**config.mk**
```make
export PLATFORM = sky130hd
export DESIGN_NAME = step_scheduler_flat
export DESIGN_NICKNAME = d
export VERILOG_FILES = /design/src/rtl/sim_pkg.sv /design/src/rtl/step_scheduler_if.sv /design/src/rtl/onehot_walker.sv /design/src/rtl/step_scheduler.sv /design/src/flat_wrapper.sv
export SDC_FILE = /design/constraint.sdc
export NUM_CORES = 1
export LEC_CHECK = 0
export ABC_AREA = 1
export CAP_MARGIN = 10
export CORE_MARGIN = 3
export CORE_UTILIZATION = 51
export DETAILED_ROUTE_END_ITERATION = 10
export PLACE_DENSITY = 0.8
export SLEW_MARGIN = 25
export SYNTH_ARGS = -nofsm -noshare
export SYNTH_HDL_FRONTEND = slang
export SYNTH_SLANG_ARGS = --single-unit
```
**constraint.sdc**
```tcl
create_clock -name clk -period 1.61 [get_ports clk]
set_input_delay 0.2415 -clock clk [delete_from_list [all_inputs] [get_ports clk]]
set_output_delay 0.2415 -clock clk [all_outputs]
set_load 0.05 [all_outputs]
```
**src/rtl/sim_pkg.sv**
```systemverilog
// sim_pkg -- shared definitions for the step scheduler slice.
//   state_e              : frame sequencer states
//   DEF_NODE_COUNT       : default nodes per core
//   DEF_CONSTRAINT_ITERS : default constraint passes per frame
//   POS_W                : position word width, also used for the frame counter
package sim_pkg;

  localparam int DEF_NODE_COUNT       = 5;
  localparam int DEF_CONSTRAINT_ITERS = 2;
  localparam int POS_W                = 32;
  localparam int FRAME_W              = POS_W;

  typedef enum logic [2:0] {
    ST_IDLE,
    ST_VERLET,
    ST_XCHG,
    ST_CONSTRAIN,
    ST_DONE
  } state_e;

endpackage

```
**src/rtl/step_scheduler_if.sv**
```systemverilog
// step_scheduler_if -- control bus between the step scheduler and its host.
//   start, stall, xchg_ack          : host -> scheduler
//   verlet_en, constraint_en        : per-node enables
//   xchg_req, busy, done            : status / handshake back to host
//   iter_count, frame_count         : progress counters
// Modports: master (host side), slave (scheduler side).
interface step_scheduler_if
  import sim_pkg::*;
#(
  parameter int NODE_COUNT       = DEF_NODE_COUNT,
  parameter int CONSTRAINT_ITERS = DEF_CONSTRAINT_ITERS
);

  localparam int ITER_W = $clog2(CONSTRAINT_ITERS + 1);

  logic                  start;
  logic                  stall;
  logic                  xchg_ack;
  logic [NODE_COUNT-1:0] verlet_en;
  logic [NODE_COUNT-1:0] constraint_en;
  logic                  xchg_req;
  logic                  busy;
  logic                  done;
  logic [ITER_W-1:0]     iter_count;
  logic [FRAME_W-1:0]    frame_count;

  modport master (
    output start, stall, xchg_ack,
    input  verlet_en, constraint_en, xchg_req, busy, done, iter_count, frame_count
  );

  modport slave (
    input  start, stall, xchg_ack,
    output verlet_en, constraint_en, xchg_req, busy, done, iter_count, frame_count
  );

endinterface

```
**src/rtl/onehot_walker.sv**
```systemverilog
// onehot_walker -- one-hot shift register that selects the node under constraint.
//   clk, reset : clock, asynchronous active-high reset
//   load       : place the token on bit 0
//   advance    : move the token up one bit; advancing from the top bit empties it
//   onehot     : registered one-hot (or zero) node select
//   last       : high while the token sits on bit NODE_COUNT-1
module onehot_walker
  import sim_pkg::*;
#(
  parameter int NODE_COUNT = DEF_NODE_COUNT
) (
  input  logic                  clk,
  input  logic                  reset,
  input  logic                  load,
  input  logic                  advance,
  output logic [NODE_COUNT-1:0] onehot,
  output logic                  last
);

  logic [NODE_COUNT-1:0] walk_q;
  logic [NODE_COUNT-1:0] walk_d;

  // NOTE: always_comb assigns every output a default first so no path leaves
  // it unassigned; that is what keeps synthesis from inferring a latch.
  always_comb begin
    walk_d = walk_q;
    if (load) begin
      walk_d = {{(NODE_COUNT-1){1'b0}}, 1'b1};
    end else if (advance) begin
      // Shifting out of the top bit leaves zero, which is exactly the
      // "no node selected" value wanted once a pass completes.
      walk_d = walk_q << 1;
    end
  end

  // NOTE: state registers use non-blocking assignment so every flop samples
  // its pre-edge inputs regardless of block evaluation order.
  always_ff @(posedge clk or posedge reset) begin
    if (reset) begin
      walk_q <= '0;
    end else begin
      walk_q <= walk_d;
    end
  end

  assign onehot = walk_q;
  assign last   = walk_q[NODE_COUNT-1];

endmodule

```
**src/rtl/step_scheduler.sv**
```systemverilog
// step_scheduler -- per-frame sequencer for a Verlet/constraint physics core.
// A frame runs VERLET (one cycle, all nodes integrate), then CONSTRAINT_ITERS
// passes of XCHG (boundary exchange handshake) followed by a one-hot walk over
// all nodes in CONSTRAIN, and finishes with a one-cycle done pulse.
//   clk, reset : clock, asynchronous active-high reset
//   bus        : step_scheduler_if.slave (start/stall/xchg_ack in; enables,
//                handshake, status and counters out -- all registered)
module step_scheduler
  import sim_pkg::*;
#(
  parameter int NODE_COUNT       = DEF_NODE_COUNT,
  parameter int CONSTRAINT_ITERS = DEF_CONSTRAINT_ITERS
) (
  input logic             clk,
  input logic             reset,
  step_scheduler_if.slave bus
);

  localparam int ITER_W = $clog2(CONSTRAINT_ITERS + 1);

  state_e                state_q, state_d;
  logic [NODE_COUNT-1:0] verlet_q, verlet_d;
  logic                  xchg_req_q, xchg_req_d;
  logic                  busy_q, busy_d;
  logic                  done_q, done_d;
  logic [ITER_W-1:0]     iter_q, iter_d;
  logic [FRAME_W-1:0]    frame_count_q, frame_count_d;

  logic                  walk_load;
  logic                  walk_adv;
  logic                  walk_last;
  logic [NODE_COUNT-1:0] walk_onehot;

  onehot_walker #(.NODE_COUNT(NODE_COUNT)) u_walker (
    .clk     (clk),
    .reset   (reset),
    .load    (walk_load),
    .advance (walk_adv),
    .onehot  (walk_onehot),
    .last    (walk_last)
  );

  // Outputs are computed for the *next* state so they can be registered and
  // still line up with the state they belong to.
  always_comb begin
    state_d       = state_q;
    verlet_d      = '0;
    xchg_req_d    = 1'b0;
    done_d        = 1'b0;
    iter_d        = iter_q;
    frame_count_d = frame_count_q;
    walk_load     = 1'b0;
    walk_adv      = 1'b0;

    if (bus.stall) begin
      // Freeze: hold every output flop, walker receives neither load nor advance.
      verlet_d   = verlet_q;
      xchg_req_d = xchg_req_q;
      done_d     = done_q;
    end else begin
      case (state_q)
        ST_IDLE: begin
          if (bus.start) begin
            state_d  = ST_VERLET;
            verlet_d = '1;
            iter_d   = '0;
          end
        end
        ST_VERLET: begin
          state_d    = ST_XCHG;
          xchg_req_d = 1'b1;
        end
        ST_XCHG: begin
          if (bus.xchg_ack) begin
            state_d   = ST_CONSTRAIN;
            walk_load = 1'b1;
          end else begin
            xchg_req_d = 1'b1;
          end
        end
        ST_CONSTRAIN: begin
          walk_adv = 1'b1;
          if (walk_last) begin
            iter_d = iter_q + ITER_W'(1);
            if (int'(iter_q) + 1 < CONSTRAINT_ITERS) begin
              state_d    = ST_XCHG;
              xchg_req_d = 1'b1;
            end else begin
              state_d       = ST_DONE;
              done_d        = 1'b1;
              // Counted on entry to DONE so a stall inside DONE cannot recount.
              frame_count_d = frame_count_q + FRAME_W'(1);
            end
          end
        end
        ST_DONE: begin
          state_d = ST_IDLE;
        end
        default: begin
          state_d = ST_IDLE;
        end
      endcase
    end

    busy_d = (state_d != ST_IDLE);
  end

  always_ff @(posedge clk or posedge reset) begin
    if (reset) begin
      state_q       <= ST_IDLE;
      verlet_q      <= '0;
      xchg_req_q    <= 1'b0;
      busy_q        <= 1'b0;
      done_q        <= 1'b0;
      iter_q        <= '0;
      frame_count_q <= '0;
    end else begin
      state_q       <= state_d;
      verlet_q      <= verlet_d;
      xchg_req_q    <= xchg_req_d;
      busy_q        <= busy_d;
      done_q        <= done_d;
      iter_q        <= iter_d;
      frame_count_q <= frame_count_d;
    end
  end

  assign bus.verlet_en     = verlet_q;
  assign bus.constraint_en = walk_onehot;
  assign bus.xchg_req      = xchg_req_q;
  assign bus.busy          = busy_q;
  assign bus.done          = done_q;
  assign bus.iter_count    = iter_q;
  assign bus.frame_count   = frame_count_q;

endmodule

```
**src/flat_wrapper.sv**
```systemverilog
// flat-port wrapper written by rule: the top's interface ports become plain ports
module step_scheduler_flat import sim_pkg::*;
#(
  parameter int NODE_COUNT       = DEF_NODE_COUNT,
  parameter int CONSTRAINT_ITERS = DEF_CONSTRAINT_ITERS
)
  (clk, reset, bus_start, bus_stall, bus_xchg_ack, bus_verlet_en, bus_constraint_en, bus_xchg_req, bus_busy, bus_done, bus_iter_count, bus_frame_count);
  step_scheduler_if #(.NODE_COUNT(NODE_COUNT), .CONSTRAINT_ITERS(CONSTRAINT_ITERS)) bus_i ();
  input logic clk;
  input logic reset;
  input wire logic [$bits(bus_i.start)-1:0] bus_start;
  input wire logic [$bits(bus_i.stall)-1:0] bus_stall;
  input wire logic [$bits(bus_i.xchg_ack)-1:0] bus_xchg_ack;
  output wire logic [$bits(bus_i.verlet_en)-1:0] bus_verlet_en;
  output wire logic [$bits(bus_i.constraint_en)-1:0] bus_constraint_en;
  output wire logic [$bits(bus_i.xchg_req)-1:0] bus_xchg_req;
  output wire logic [$bits(bus_i.busy)-1:0] bus_busy;
  output wire logic [$bits(bus_i.done)-1:0] bus_done;
  output wire logic [$bits(bus_i.iter_count)-1:0] bus_iter_count;
  output wire logic [$bits(bus_i.frame_count)-1:0] bus_frame_count;
  assign bus_i.start = bus_start;
  assign bus_i.stall = bus_stall;
  assign bus_i.xchg_ack = bus_xchg_ack;
  assign bus_verlet_en = bus_i.verlet_en;
  assign bus_constraint_en = bus_i.constraint_en;
  assign bus_xchg_req = bus_i.xchg_req;
  assign bus_busy = bus_i.busy;
  assign bus_done = bus_i.done;
  assign bus_iter_count = bus_i.iter_count;
  assign bus_frame_count = bus_i.frame_count;
  step_scheduler #(.NODE_COUNT(NODE_COUNT), .CONSTRAINT_ITERS(CONSTRAINT_ITERS)) u_core (.clk(clk), .reset(reset), .bus(bus_i));
endmodule
```
==> impl_results.md, run 1 <==
- Final core utilization: 0.720
- Post-Syn Area: 2500 µm²
- FMAX: 663 MHz
- Post-Route WL: 5590 µm
- CTS Buffer Depth: 2
- Nets@finish: 391
- Cell area after placement: 3140 µm²
- Row count: 24
- Worst EP required: 1.79 ns
- Die height: 76.0 µm
- Largest net degree at the start of global routing: 47
- Vias: 2,237
- N_diodes: 0
- Xor/xnor share of the synthesized area: 0.0700
- Final critical-path share of the clock period: 0.936
- Crit path kind: reg2reg
- Core area: 4530 µm²
- Final Skew: 0.00361 ns
- Status: finished clean
- Io pins: 52
- Synth Register Bits: 46
- Worst-Margin Slew: 0.296 ns
- Static leakage: 1.57 nW
- Design area: 3260 µm²
- PD cells: 1040 nW/µm²
- Sequential fraction of the synthesis area: 0.460
- Headroom to the max-slew limit: 0.801
- FF-to-FF Start: u_core.bus.iter_count[1]$_DFFE_PP0P_
- Max-Cap Viols: 0
- Skew-Pair Late Insertion Delay: 0.29 ns
- Total negative slack: 0 ns
- Endpoints failing hold: 0
- Via/cell ratio: 4.97
- Post-DP HPWL: 4340 µm
- DRC viols: 0
- Initial antenna violation count: 0
- DR iter-0 viols: 174
- Gpl congestion: 0.876
- Largest family of logic cells by synthesized area: simple AND/OR/NAND/NOR gates
- Remaining antenna violation count: 0
- VDD IR max: 1.10 mV
- Distinct cells, synth: 28
- GRT Residual Overflow: 0
- Initial Utilization: 0.552
- # port buffers: 51
- Routed len/inst: 12.4 µm
- Final Critical Period: 1.51 ns
- First-pass GRT wire length: 9960 µm
- Crit path from: u_core.bus.iter_count[1]$_DFFE_PP0P_
- Synth Area in Adders: 0.0100
- Hold_buf cts: 0
- Share of layout cells above drive strength 1: 0.286
- Synthesis Warnings: 0
- Synth Area in Compound Gates: 0.0315
- Startpoint types: flop
- Post-synthesis mux area share: 0
- Vias in the first global route: 2,207
- DR pass1 iterations: 4
- Die Wd: 76.0 µm
- CP Capture Type: flop
- H-Tree Depth: 2
- Fin Hold WS: 0.289 ns
- Die area: 5780 µm²
- Clk sink count: 46
- DP Cell Count: 441
- Cells after Synth: 317
- Arrival time worst endpoint: 1.68 ns
- Final std cells w/o fill: 450
- Clock transition at the registers of the reported paths: 0.08 ns
- Final Slew Violations: 0
- CP max FO: 7
- Syn_nets: 324
- Hold Crit Class: in2async
- GRT Util Overall: 0.207
- Inserted Clock Buffers: 5
- Post-synthesis simple-gate area fraction: 0.344
- Area Overhead vs Synth: 30.4%
- Synthesized area per cell: 7.89 µm²
- Clock root buffer: clkbuf_8
- Final setup vio count: 0
- TritonCTS clock tree: built
[final timing paths]
| kind | end | slack [ns] | cells past startpoint |
|---|---|---|---|
| worst max-delay path | u_core.bus.busy$_DFF_PP0_ | 0.10 | 8 |
| worst min-delay path | u_core.u_walker.onehot[1]$_DFFE_PP0P_ | 0.29 | 3 |
| worst max register to register | u_core.bus.busy$_DFF_PP0_ | 0.10 | 8 |
| worst min register to register | u_core.bus.done$_DFFE_PP0N_ | 0.49 | 2 |
| max in group asynchronous | u_core.bus.iter_count[1]$_DFFE_PP0P_ | 1.09 | 3 |
| min in group clk | u_core.bus.done$_DFFE_PP0N_ | 0.49 | 2 |
[power breakdown]
part	switching [mW]	total, mW	leakage [nW]	internal (mW)
sequential	0.128	1.43	0.589	1.30
clock	0.363	0.710	0.0482	0.347
combinational	0.868	1.26	0.929	0.388
[cell usage after synthesis]
library cell,count,area share
nand2_1,98,0.15
dfrtp_1,46,0.46
nor2_1,39,0.058
inv_1,35,0.053
nand3_1,22,0.044
xor2_1,12,0.042
nand4_1,11,0.028
xnor2_1,8,0.028
o21ai_0,6,0.012
buf_4,5,0.015
nor3_1,5,0.010
nand3b_1,4,0.012
o22ai_1,4,0.010
buf_6,3,0.013
nor2_2,3,0.0075
ha_1,2,0.010
nor2_4,2,0.0090
nor3_4,2,0.013
and2_1,1,0.0025
buf_2,1,0.0020
inv_2,1,0.0015
nand2_2,1,0.0025
nand3_2,1,0.0040
nor3_2,1,0.0040
o211ai_1,1,0.0030
o311ai_0,1,0.0035
o31ai_1,1,0.0030
or2_2,1,0.0025
[per-stage QoR]
stage	setup WS [ns]	power, mW
after global routing	-0.0221	3.59
after CTS	0.00932	3.40
after global placement	-0.0485	2.66
final	0.103	3.40
after floorplan	0.0133	2.35
after detailed placement	-0.0831	2.68
[sequential cells by signal, indices dropped and copies added, names as in the netlist]
signal,flops
u_core.bus.frame_count,32
u_core.u_walker.onehot,5
u_core.state_q,3
u_core.bus.iter_count,2
u_core.bus.busy,1
u_core.bus.done,1
u_core.bus.verlet_en,1
u_core.bus.xchg_req,1
[per-layer routing]
metal / GRT usage / vias up / wire (µm)
li1: - / 1136 / -
met2: 0.354 / 55 / 2800
met5: 0 / - / 0
met4: 0.0670 / 0 / 86
met3: 0.0402 / 12 / 291
met1: 0.265 / 1034 / 2410
[layout make-up]
| class | count | area [µm²] |
|---|---|---|
| inverter | 36 | 135 |
| timing repair buffer | 69 | 594 |
| clock inverter | 1 | 5.00 |
| fill | 349 | 1270 |
| clock buffer | 7 | 86.3 |
| sequential | 46 | 1170 |
| multi-input combinational | 226 | 1190 |
| tap | 65 | 81.3 |
[placed cells by master (no fill, tap or decap)]
master and count:
nor2_4 5, nand4_1 11, nor3_4 3, inv_2 3, buf_6 1, clkinv_2 1, inv_1 33, dfrtp_2 16
xnor2_1 8, nor2_2 6, nor3_1 5, or2_2 1, ha_2 1, o21ai_0 6, nand3b_1 4, o311ai_0 1
nand3_2 1, clkbuf_1 1, ha_4 1, clkdlybuf4s50_1 4, nor2_1 33, clkbuf_8 6, nand2_1 98, xor2_1 12
o22ai_1 4, o31ai_1 1, o211ai_1 1, and2_1 1, buf_4 59, buf_12 5, dfrtp_1 30, nand3_1 22
nand2_2 1
[repair_timing]
action / 4_1_cts / 5_1_grt
setup buffers: 0 / 1
endpoints found under the setup margin: 0 / 21
endpoints found under the hold margin: 0 / 0
resized for setup: 0 / 7
[kinds of logic after synthesis]
kind of cell | after synthesis
xor gates and xnor gates | 20
adders and majority gates | 2
buffers and inverters | 45
and+or+nand+nor | 191
AOI/OAI and AO/OA | 13
DFF | 46
[critical path, cell delays in order, from the launching register on]
cell,delay (ns)
dfrtp_2,0.42
inv_1,0.06
ha_2,0.20
nor2_4,0.05
nand3_2,0.10
buf_4,0.21
o21ai_0,0.16
nor2_1,0.13
nand3_1,0.07
Power figures use the tool's default switching activity.
==> inputs of run 2 (changes only) <==
- CAP_MARGIN: 10 -> unset
- CTS_CLUSTER_DIAMETER: unset -> 120
==> results of run 2 <==
The final DEF is identical to that of run 1; final timing and power are the same.
==> inputs of run 3 (changes only) <==
- CORE_UTILIZATION: 51 -> 48
- CTS_BUF_LIST: unset -> sky130_fd_sc_hd__clkbuf_2
- PLACE_DENSITY: 0.8 -> 0.79
- clock period: 1.61 -> 1.3 ns (I/O delays scaled with it)
==> run 3 against run 2 <==
Against the previous run:
- the run now fails in clock tree synthesis
- synthesized cell count unchanged
- area after synthesis did not move
==> impl_results.md, run 3 <==
- Stop err: [ERROR DPL-0033] detailed placement checks failed during check placement.
- Io pins: 52
- Synthesized area per cell: 7.89 µm²
- Clk sink count: 46
- Post_cts resized: 82
- Initial Utilization: 0.513
- Clock root buffer: clkbuf_2
- Post-Syn Area: 2500 µm²
- Synth Flop Type: dfrtp_1
- Cells after Synth: 317
- Inserted Clock Buffers: 5
- Die height: 78.2 µm
- Syn_nets: 324
- Fail Step: clock tree synthesis
- Post-synth EDFFs: 0
- Row count: 25
- Status: stopped before the end
- Hold_buf cts: 0
- Post-synth top area share: 0.460
- Post-DP HPWL: 6700 µm
- Post-synth top area cell: dfrtp_1
- Die Wd: 78.2 µm
- Async S/R FF share, synth: 1.00
- Ranking of synthesized cells by area: dfrtp_1 (46%), nand2_1 (15%), nor2_1 (5.9%)
- Top post-synthesis cells by count: nand2_1 (98), dfrtp_1 (46), nor2_1 (39)
- Sequential fraction of the synthesis area: 0.460
- Synth Register Bits: 46
- Gpl congestion: 0.952
- # port buffers: 51
- H-Tree Depth: 2
- Synthesis Warnings: 0
- Post-CTS Setup Repair Bufs: 33
- Count leader, synth: nand2_1
- CTS Buffer Depth: 2
- Distinct cells, synth: 28
==> run 3: cell counts after synthesis <==
Identical to the previous run, type by type.
==> run 3: metrics by stage <==
stage / area, µm² / instances / setup slack, ns / TNS (ns)
3_5_place_dp: 4260 / 510 / -0.419 / -12.54
2_1_floorplan: 2610 / 317 / -0.277 / -9.28
3_3_place_gp: 4260 / 510 / -0.336 / -10.36
==> run 3: cells by family after synthesis <==
group                      synth area share
AOI/OAI and AO/OA                    0.0315
xor gates and xnor gates             0.0700
buffers and inverters                0.0845
DFF                                   0.460
adders and majority gates            0.0100
and+or+nand+nor                       0.344
==> inputs of run 4 (changes only) <==
- CORE_UTILIZATION: 48 -> 40
- CTS_BUF_LIST: sky130_fd_sc_hd__clkbuf_2 -> unset
- CTS_CLUSTER_DIAMETER: 120 -> unset
- PLACE_DENSITY: 0.79 -> unset
- PLACE_DENSITY_LB_ADDON: unset -> 0.15
- clock period: 1.3 -> 1.7 ns (I/O delays scaled with it)
==> run 4 against run 3 <==
Against the previous run:
- the flow now finishes without violations
==> impl_results.md, run 4 (same netlist as run 1, synthesis figures left out) <==
- Design area: 3180 µm²
- Routed len/inst: 12.4 µm
- R2R setup slack: 0.14 ns
- Max stage delay on crit path: 0.37 ns
- TritonCTS clock tree: built
- Worst slack at placement: -0.0559 ns
- Final std cells w/o fill: 458
- Startpoint types: flop
- Status: finished clean
- Final Slew Violations: 0
- Share of layout cells above drive strength 1: 0.235
- Tot Pwr: 3.12 mW
- Multi-input logic area: 1160 µm²
- Clk sink count: 46
- Vias in the first global route: 2,106
- Io pins: 52
- Worst EP required: 1.92 ns
- Static leakage: 1.56 nW
- Nets@finish: 390
- # port buffers: 51
- Row count: 28
- Clock root buffer: clkbuf_8
- Die Wd: 85.1 µm
- Fin Hold WS: 0.246 ns
- Hold Crit Class: in2async
- Largest net degree at the start of global routing: 18
- Die height: 85.1 µm
- Commonest cells after routing, fill and taps aside: nand2_1 (98), buf_4 (61), dfrtp_1 (40), nor2_1 (37), inv_1 (34)
- Busiest grt layer: met2
- Area Overhead vs Synth: 27.1%
- Post-Route WL: 5680 µm
- Max-Cap Viols: 0
- Gpl congestion: 0.850
- Cell area after placement: 3080 µm²
- Total negative slack: 0 ns
- Remaining antenna violation count: 0
- CTS Buffer Depth: 2
- Endpoints failing hold: 0
- Arrival time worst endpoint: 1.78 ns
- CP Capture Type: flop
- Routing usage on met2: 0.264
- Max reg flops: 32
- PD cells: 982 nW/µm²
- Skew-Pair Late Insertion Delay: 0.29 ns
- GRT Util Overall: 0.171
- Seq. cell area: 1160 µm²
- Final Skew: 0.00612 ns
- Final critical-path share of the clock period: 0.917
- Final setup vio count: 0
- Vias: 2,207
- H-Tree Depth: 2
- N_diodes: 0
- RSZ-0062 raised after global routing: false
- Slowest CP cell: dfrtp_2
- Via/cell ratio: 4.82
- Setup ws final: 0.141 ns
- Inserted Clock Buffers: 5
- Final Critical Period: 1.56 ns
- First-pass GRT wire length: 10,000 µm
- Worst-Margin Slew: 0.342 ns
- DR pass1 iterations: 4
- Met3 usage: 0.0359
- Core area: 5990 µm²
- Headroom to the max-slew limit: 0.772
- GRT met1 Usage: 0.249
- CP max FO: 5
- DR iter-0 viols: 89
- Initial antenna violation count: 0
- FILL cells: 582
- Crit-path cells: inv_1, ha_1, nor2_4, nand3_4, buf_4, nor3_4, xor2_1
- GRT Residual Overflow: 0
- Final core utilization: 0.531
- Clock transition at the registers of the reported paths: 0.08 ns
- Commonest non-fill, non-tap cell in the layout: nand2_1
- DP Cell Count: 450
- Post-DP HPWL: 4570 µm
- Initial Utilization: 0.418
- FMAX: 641 MHz
- VDD IR max: 0.732 mV
- DRC viols: 0
- Die area: 7240 µm²
- Crit path kind: reg2reg
run 4: critical path: cells and delay by family, from the launching register on:
kind / cells / cell delay (ns)
buffers and inverters: 2 / 0.22
AND/OR/NAND/NOR: 3 / 0.50
flip-flops: 1 / 0.37
XOR/XNOR: 1 / 0.17
adder cells (fa/ha/maj): 1 / 0.23
run 4: area by class of cell:
type	instances	share of cell area
flip-flops and latches	46	0.364
multi-input cells	226	0.364
repair buffers	68	0.176
inverters	36	0.0425
well taps	75	0.0295
clock buffers	7	0.0240
run 4: per-layer routing:
layer / up-vias / wire length [µm]
met4: 0 / 39
met1: 1018 / 2840
met3: 4 / 290
li1: 1134 / -
met2: 51 / 2510
met5: - / 0
run 4: where the power goes:
group	switching (mW)	leakage (nW)	total (mW)	internal, mW
combinational	0.819	0.915	1.16	0.340
clock	0.339	0.0383	0.623	0.284
sequential	0.107	0.605	1.34	1.23
run 4: what timing repair did:
action,4_1_cts,5_1_grt
setup endpoints to repair,0,28
resized for setup,0,5
hold buffers,0,0
buffers inserted,0,1
run 4: path summary, 6_finish.rpt:
path / start / to / depth (start not counted)
worst max register to register: u_core.bus.iter_count[0]$_DFFE_PP0P_ / u_core.bus.frame_count[16]$_DFFE_PP0P_ / 7
max in group asynchronous: reset / u_core.bus.frame_count[11]$_DFFE_PP0P_ / 3
worst max-delay path: u_core.bus.iter_count[0]$_DFFE_PP0P_ / u_core.bus.frame_count[16]$_DFFE_PP0P_ / 7
worst min-delay path: reset / u_core.state_q[2]$_DFF_PP0_ / 2
worst min register to register: u_core.bus.done$_DFFE_PP0N_ / u_core.bus.done$_DFFE_PP0N_ / 2
min in group clk: u_core.bus.done$_DFFE_PP0N_ / u_core.bus.done$_DFFE_PP0N_ / 2
